--- src/rtl/bram_stream_reader.sv ---
// Streams a contiguous (wrapping) block of RAM words out on a valid/ready port.
// The RAM output pipeline is clock-enabled by ram_rden, so back-pressure freezes it in place.
module bram_stream_reader #(
    parameter int C_DATA_WIDTH = 32,
    parameter int C_ADDR_WIDTH = 9,
    parameter int C_RD_LATENCY = 1   // 1 or 3 only
) (
    input  logic                    clk,
    input  logic                    rst_n,
    input  logic                    start,
    input  logic [C_ADDR_WIDTH-1:0] base_addr,
    input  logic [C_ADDR_WIDTH:0]   length,
    output logic                    busy,
    output logic                    done,
    output logic [C_ADDR_WIDTH-1:0] ram_addr,
    output logic                    ram_rden,
    input  logic [C_DATA_WIDTH-1:0] ram_dout,
    output logic                    m_valid,
    output logic [C_DATA_WIDTH-1:0] m_data,
    output logic                    m_last,
    input  logic                    m_ready
);

    typedef enum logic [1:0] {
        IDLE  = 2'd0,
        ISSUE = 2'd1,
        DRAIN = 2'd2
    } state_t;

    localparam logic [C_ADDR_WIDTH-1:0] ADDR_ONE = {{(C_ADDR_WIDTH-1){1'b0}}, 1'b1};
    localparam logic [C_ADDR_WIDTH:0]   REM_ONE  = {{C_ADDR_WIDTH{1'b0}}, 1'b1};

    state_t                    state_q, state_d;
    logic [C_ADDR_WIDTH-1:0]   addr_q, addr_d;
    logic [C_ADDR_WIDTH:0]     rem_q, rem_d;
    logic [C_RD_LATENCY-1:0]   vld_q, vld_d;
    logic [C_RD_LATENCY-1:0]   last_q, last_d;
    logic                      done_q, done_d;

    logic                      adv;
    logic                      ins_vld;
    logic                      ins_last;

    always_ff @(posedge clk or negedge rst_n) begin
        if (!rst_n) begin
            state_q <= IDLE;
            addr_q  <= '0;
            rem_q   <= '0;
            vld_q   <= '0;
            last_q  <= '0;
            done_q  <= 1'b0;
        end else begin
            state_q <= state_d;
            addr_q  <= addr_d;
            rem_q   <= rem_d;
            vld_q   <= vld_d;
            last_q  <= last_d;
            done_q  <= done_d;
        end
    end

    always_comb begin
        state_d  = state_q;
        addr_d   = addr_q;
        rem_d    = rem_q;
        vld_d    = vld_q;
        last_d   = last_q;
        done_d   = 1'b0;
        ins_vld  = 1'b0;
        ins_last = 1'b0;

        busy     = (state_q != IDLE);
        m_valid  = vld_q[C_RD_LATENCY-1];
        m_last   = last_q[C_RD_LATENCY-1];
        // Advance unless a presented word is being held back by the consumer.
        adv      = ~(m_valid & ~m_ready);
        ram_rden = busy & adv;

        case (state_q)
            IDLE: begin
                if (start) begin
                    if (length != '0) begin
                        addr_d  = base_addr;
                        rem_d   = length;
                        state_d = ISSUE;
                    end else begin
                        done_d = 1'b1;
                    end
                end
            end
            ISSUE: begin
                if (ram_rden) begin
                    ins_vld  = 1'b1;
                    ins_last = (rem_q == REM_ONE);
                    addr_d   = addr_q + ADDR_ONE;
                    rem_d    = rem_q - REM_ONE;
                    if (rem_q == REM_ONE) begin
                        state_d = DRAIN;
                    end
                end
            end
            DRAIN: begin
                // The last tag only ever reaches the output stage here.
                if (m_valid && m_ready && m_last) begin
                    state_d = IDLE;
                    done_d  = 1'b1;
                end
            end
            default: begin
                state_d = IDLE;
            end
        endcase

        // Tags move in lockstep with the RAM output pipeline.
        if (ram_rden) begin
            vld_d[0]  = ins_vld;
            last_d[0] = ins_last;
            for (int k = 1; k < C_RD_LATENCY; k++) begin
                vld_d[k]  = vld_q[k-1];
                last_d[k] = last_q[k-1];
            end
        end
    end

    assign ram_addr = addr_q;
    assign m_data   = ram_dout;
    assign done     = done_q;

endmodule
--- config.mk ---
export PLATFORM = sky130hd
export DESIGN_NAME = bram_stream_reader
export DESIGN_NICKNAME = d
export VERILOG_FILES = /design/src/rtl/bram_stream_reader.sv
export SDC_FILE = /design/constraint.sdc
export NUM_CORES = 1
export LEC_CHECK = 0
export BUFFER_PORTS_ARGS = -buffer_cell sky130_fd_sc_hd__buf_2
export CORE_MARGIN = 2
export CORE_UTILIZATION = 45
export CTS_CLUSTER_SIZE = 40
export DETAILED_ROUTE_END_ITERATION = 6
export PLACE_DENSITY = 0.85
export SKIP_CTS_REPAIR_TIMING = 1
export SYNTH_ARGS = -nofsm -noshare
export SYNTH_HDL_FRONTEND = slang
export SYNTH_SLANG_ARGS = --single-unit
--- constraint.sdc ---
create_clock -name clk -period 1.9 [get_ports clk]
set_clock_uncertainty 0.05 [all_clocks]
set_input_delay 0.19 -clock clk [delete_from_list [all_inputs] [get_ports clk]]
set_output_delay 0.19 -clock clk [all_outputs]
set_load 0.01 [all_outputs]
==> metrics list <==
- Adding up every negative setup slack in the final design gives 0 ps.
- Start-to-end type of the worst setup path: reg -> out
- After clock tree synthesis, the clock-pin slew on the worst setup and hold paths is 90 ps.
* Depth of the most critical reg-to-reg path: 4
- Nets@finish: 273
- After detailed routing, the average wire length per cell comes to 17.1 µm.
* First-pass GRT wire length: 7.25 mm
* CTS H-tree depth: 1
- Outcome: complete, no violations
- Maximum frequency from static timing analysis: 584 MHz
* Number of placed cells counting well taps: 259
- Subtracting the final worst setup slack from the clock period gives between 1500 and 2000 ps.
- Routed wire length: 4.51 mm
- Dividing total power by cell area gives a power density of approximately 1200 nW/µm².
- Synthesis produced a netlist with a net count of around 270.
- Overflow left after global routing: 0
- Row count: 23
* Nature of the critical path startpoint: flip-flop
* CTS tree: built
- Ys async rst share: 1.00
* Total number of vias: 1627
* Critical path required time: approximately 1700 ps
* Unrepaired setup endpoints after global routing: false
- The floorplan step defined a die boundary enclosing about 4700 µm².
- The congestion estimate from routability-driven global placement came to between 0.8 and 0.9.
* Post-synth EDFFs: 0
* Part of the Yosys area used for sequential elements: 0.320
- Final setup violation count: 0
- Vertical extent of the die: 68.6 µm
- Post-synthesis instance area: 1880 µm²
* Transition time at the pin with the least slew margin: ~560 ps
* P_leak: between 0.0008 and 0.0009 µW
* Fraction of the core area covered by cells at the end of the flow: 0.472
- Final number of hold-violating endpoints: 0
- In the routed design, unresolved DRC markers number 0.
* Count of mapped cells out of synthesis: 207
- After legalization and detailed placement, the total HPWL measured approximately 3.3 mm.
- FF+latch count, synth: 24
* Die width: ~70 µm
- Root buf cell: sky130_fd_sc_hd__clkbuf_8
* Worst flop-to-flop path startpoint: state_q[0]$_DFFE_PN0P_
* Mean cell area of the mapped netlist: approximately 9 µm²
- Data arrival time of the critical path: roughly 1500 ps
- The critical path ends at ram_rden.
* Vias in the first global route: about 1.5k
- Excluding fillers, the count of instances in the completed layout stands at 263.
* Vias per cell: slightly above 6
- Most used flip-flop cell after synthesis: sky130_fd_sc_hd__dfrtp_1
* Internal reg-to-reg setup slack: roughly 190 ps
* Launch point of the critical path: state_q[0]$_DFFE_PN0P_
* DRT iter0 DRCs: 84
- Initial antenna violation count: 0
- Critical register-to-register path endpoint: rem_q[1]$_DFFE_PN0P_
- Number of detailed-routing iterations run before antenna repair: 4
- The worst-case IR drop observed on VDD is 0.591 mV.
* CORE AREA: roughly 4000 µm²
* Diodes inserted: 0
* Area added between synthesis and finish: 0.533%
- Port bufs: 36
* Layout cells sized above 1: 0.305
- Final Total Pwr: roughly 2300 µW
* Initial cell density of the core: 0.470
- Critical path endpoint category: output pin
* DRT antenna net count: 0
- The number of different library cells used by synthesis comes to 52.
- Measured against its own limit, the worst slew margin works out to 0.627.
- Num CTS Buffers: 3
- Of the available clock period, the critical path in the final layout requires 0.901.
- Path type of the worst min-delay path: in -> reg
- Fin. max-slew vios: 0
- roughly 100 I/O pins were placed.
- Clock latency on the worst-skew pair, taken at its later pin, is around 270 ps.
- CTS saw 24 sinks.
* All-layer global routing usage: 0.203
- Synthesis Warnings: 0
* Highest net fanout along the worst path: 19
- Across the run, the number of max-cap violations was 0.
- Clock Path Buffers: 2
- Maximum number of pins on one net before global-route repair: 25
## stage by stage
stage | instance area [µm²] | hold slack, ps | setup WS, ps
after global placement | 1840 | 161 | 252
after detailed placement | 1840 | 164 | 196
after CTS | 1880 | -126 | 174
after floorplan | 1880 | -156 | 372
after global routing | 1890 | 142 | 78.9
final | 1890 | 117 | 189
## registers in the layout, indices dropped and copies added (netlist names)
register / flops
m_valid: 1
m_last: 1
ram_addr: 9
done: 1
state_q: 2
rem_q: 10
## worst max-delay path: stages, from the launching register on
cell and delay [ps]:
sky130_fd_sc_hd__dfrtp_1 390, sky130_fd_sc_hd__buf_4 210, sky130_fd_sc_hd__or2_2 310, sky130_fd_sc_hd__and2_1 150
sky130_fd_sc_hd__buf_2 140
## cells in the final DEF, fill, tap and decap left out, drive strengths merged
master / netlist / routed
and3: 3 / 3
nor4: 4 / 4
a31o: 4 / 4
o31a: 1 / 1
a21bo: 1 / 1
a31oi: 10 / 10
inv: 7 / 7
nand2: 9 / 9
and2b: 1 / 1
dfrtp: 24 / 24
o31ai: 5 / 5
ha: 3 / 3
nor3: 9 / 9
a2bb2oi: 3 / 3
a21boi: 1 / 1
nand3b: 1 / 1
o32ai: 2 / 2
a41oi: 4 / 4
or2: 1 / 1
a32oi: 2 / 2
mux2i: 2 / 2
nand4: 6 / 6
o22a: 1 / 1
nand2b: 5 / 5
o22ai: 5 / 5
nand3: 6 / 6
a21o: 1 / 1
a21oi: 14 / 14
o2bb2ai: 1 / 1
nor4b: 1 / 1
buf: 40 / 45
o21ai: 9 / 9
nor2b: 1 / 1
clkbuf: 3 / 3
and2: 2 / 2
dlygate4sd3: 0 / 1
o41ai: 1 / 1
nor2: 14 / 14
## cell families after synthesis
kind of cell / synth area share
mux: 0.0107
simple gates: 0.200
buf+inv: 0.201
fa+ha+maj: 0.0200
compound gates: 0.249
flops: 0.320
## metal layers
metal	GRT usage	share of wire	wire, µm	vias to the layer above
met3	0.0406	0.077	349	13
met5	0	0	0	-
met1	0.244	0.42	1870	792
met4	0.0700	0.018	82	0
li1	-	-	-	752
met2	0.359	0.49	2200	70
## how the worst min path moves through the flow
stage	startpoint	to	cells past startpoint	slack, ps
after floorplan	rst_n	done$_DFF_PN0_	0	-160
after global placement	rst_n	rem_q[8]$_DFFE_PN0P_	1	160
after detailed placement	rst_n	rem_q[4]$_DFFE_PN0P_	1	160
after CTS	rst_n	rem_q[7]$_DFFE_PN0P_	1	-130
after global routing	base_addr[1]	ram_addr[1]$_DFFE_PN0P_	3	140
final	base_addr[1]	ram_addr[1]$_DFFE_PN0P_	3	120
## cell type report
class	instances	area [µm²]
timing repair buffer	46	258
fill	379	2110
clock buffer	3	41.3
tap	50	62.6
multi-input combinational	133	900
sequential	24	601
inverter	7	26.3
## report_power, final
| part | switching (µW) | total (µW) | internal (µW) |
|---|---|---|---|
| Combinational | 547 | 991 | 444 |
| Clock | 166 | 308 | 142 |
| Sequential | 252 | 955 | 703 |
## cells in the mapped netlist (all sizes together), types with 2 or more instances
master   count  area [µm²]
a2bb2oi      3        38.8
inv          7        26.3
nand4        6        37.5
a31o         4        35.0
and2         2        12.5
o21ai        9        45.0
clkbuf       3        31.3
a41oi        4        35.0
dfrtp       24         601
a21oi       14        73.8
nor4         4        46.3
nor2        14        60.1
and3         3        20.0
a31oi       10        62.6
nand2        9        36.3
a32oi        2        17.5
buf         40         320
nor3         9        50.1
o32ai        2        17.5
mux2i        2        20.0
o31ai        5        37.5
o22ai        5        31.3
nand2b       5        46.3
nand3        6        30.0
ha           3        37.5
Power figures use the tool's default switching activity.
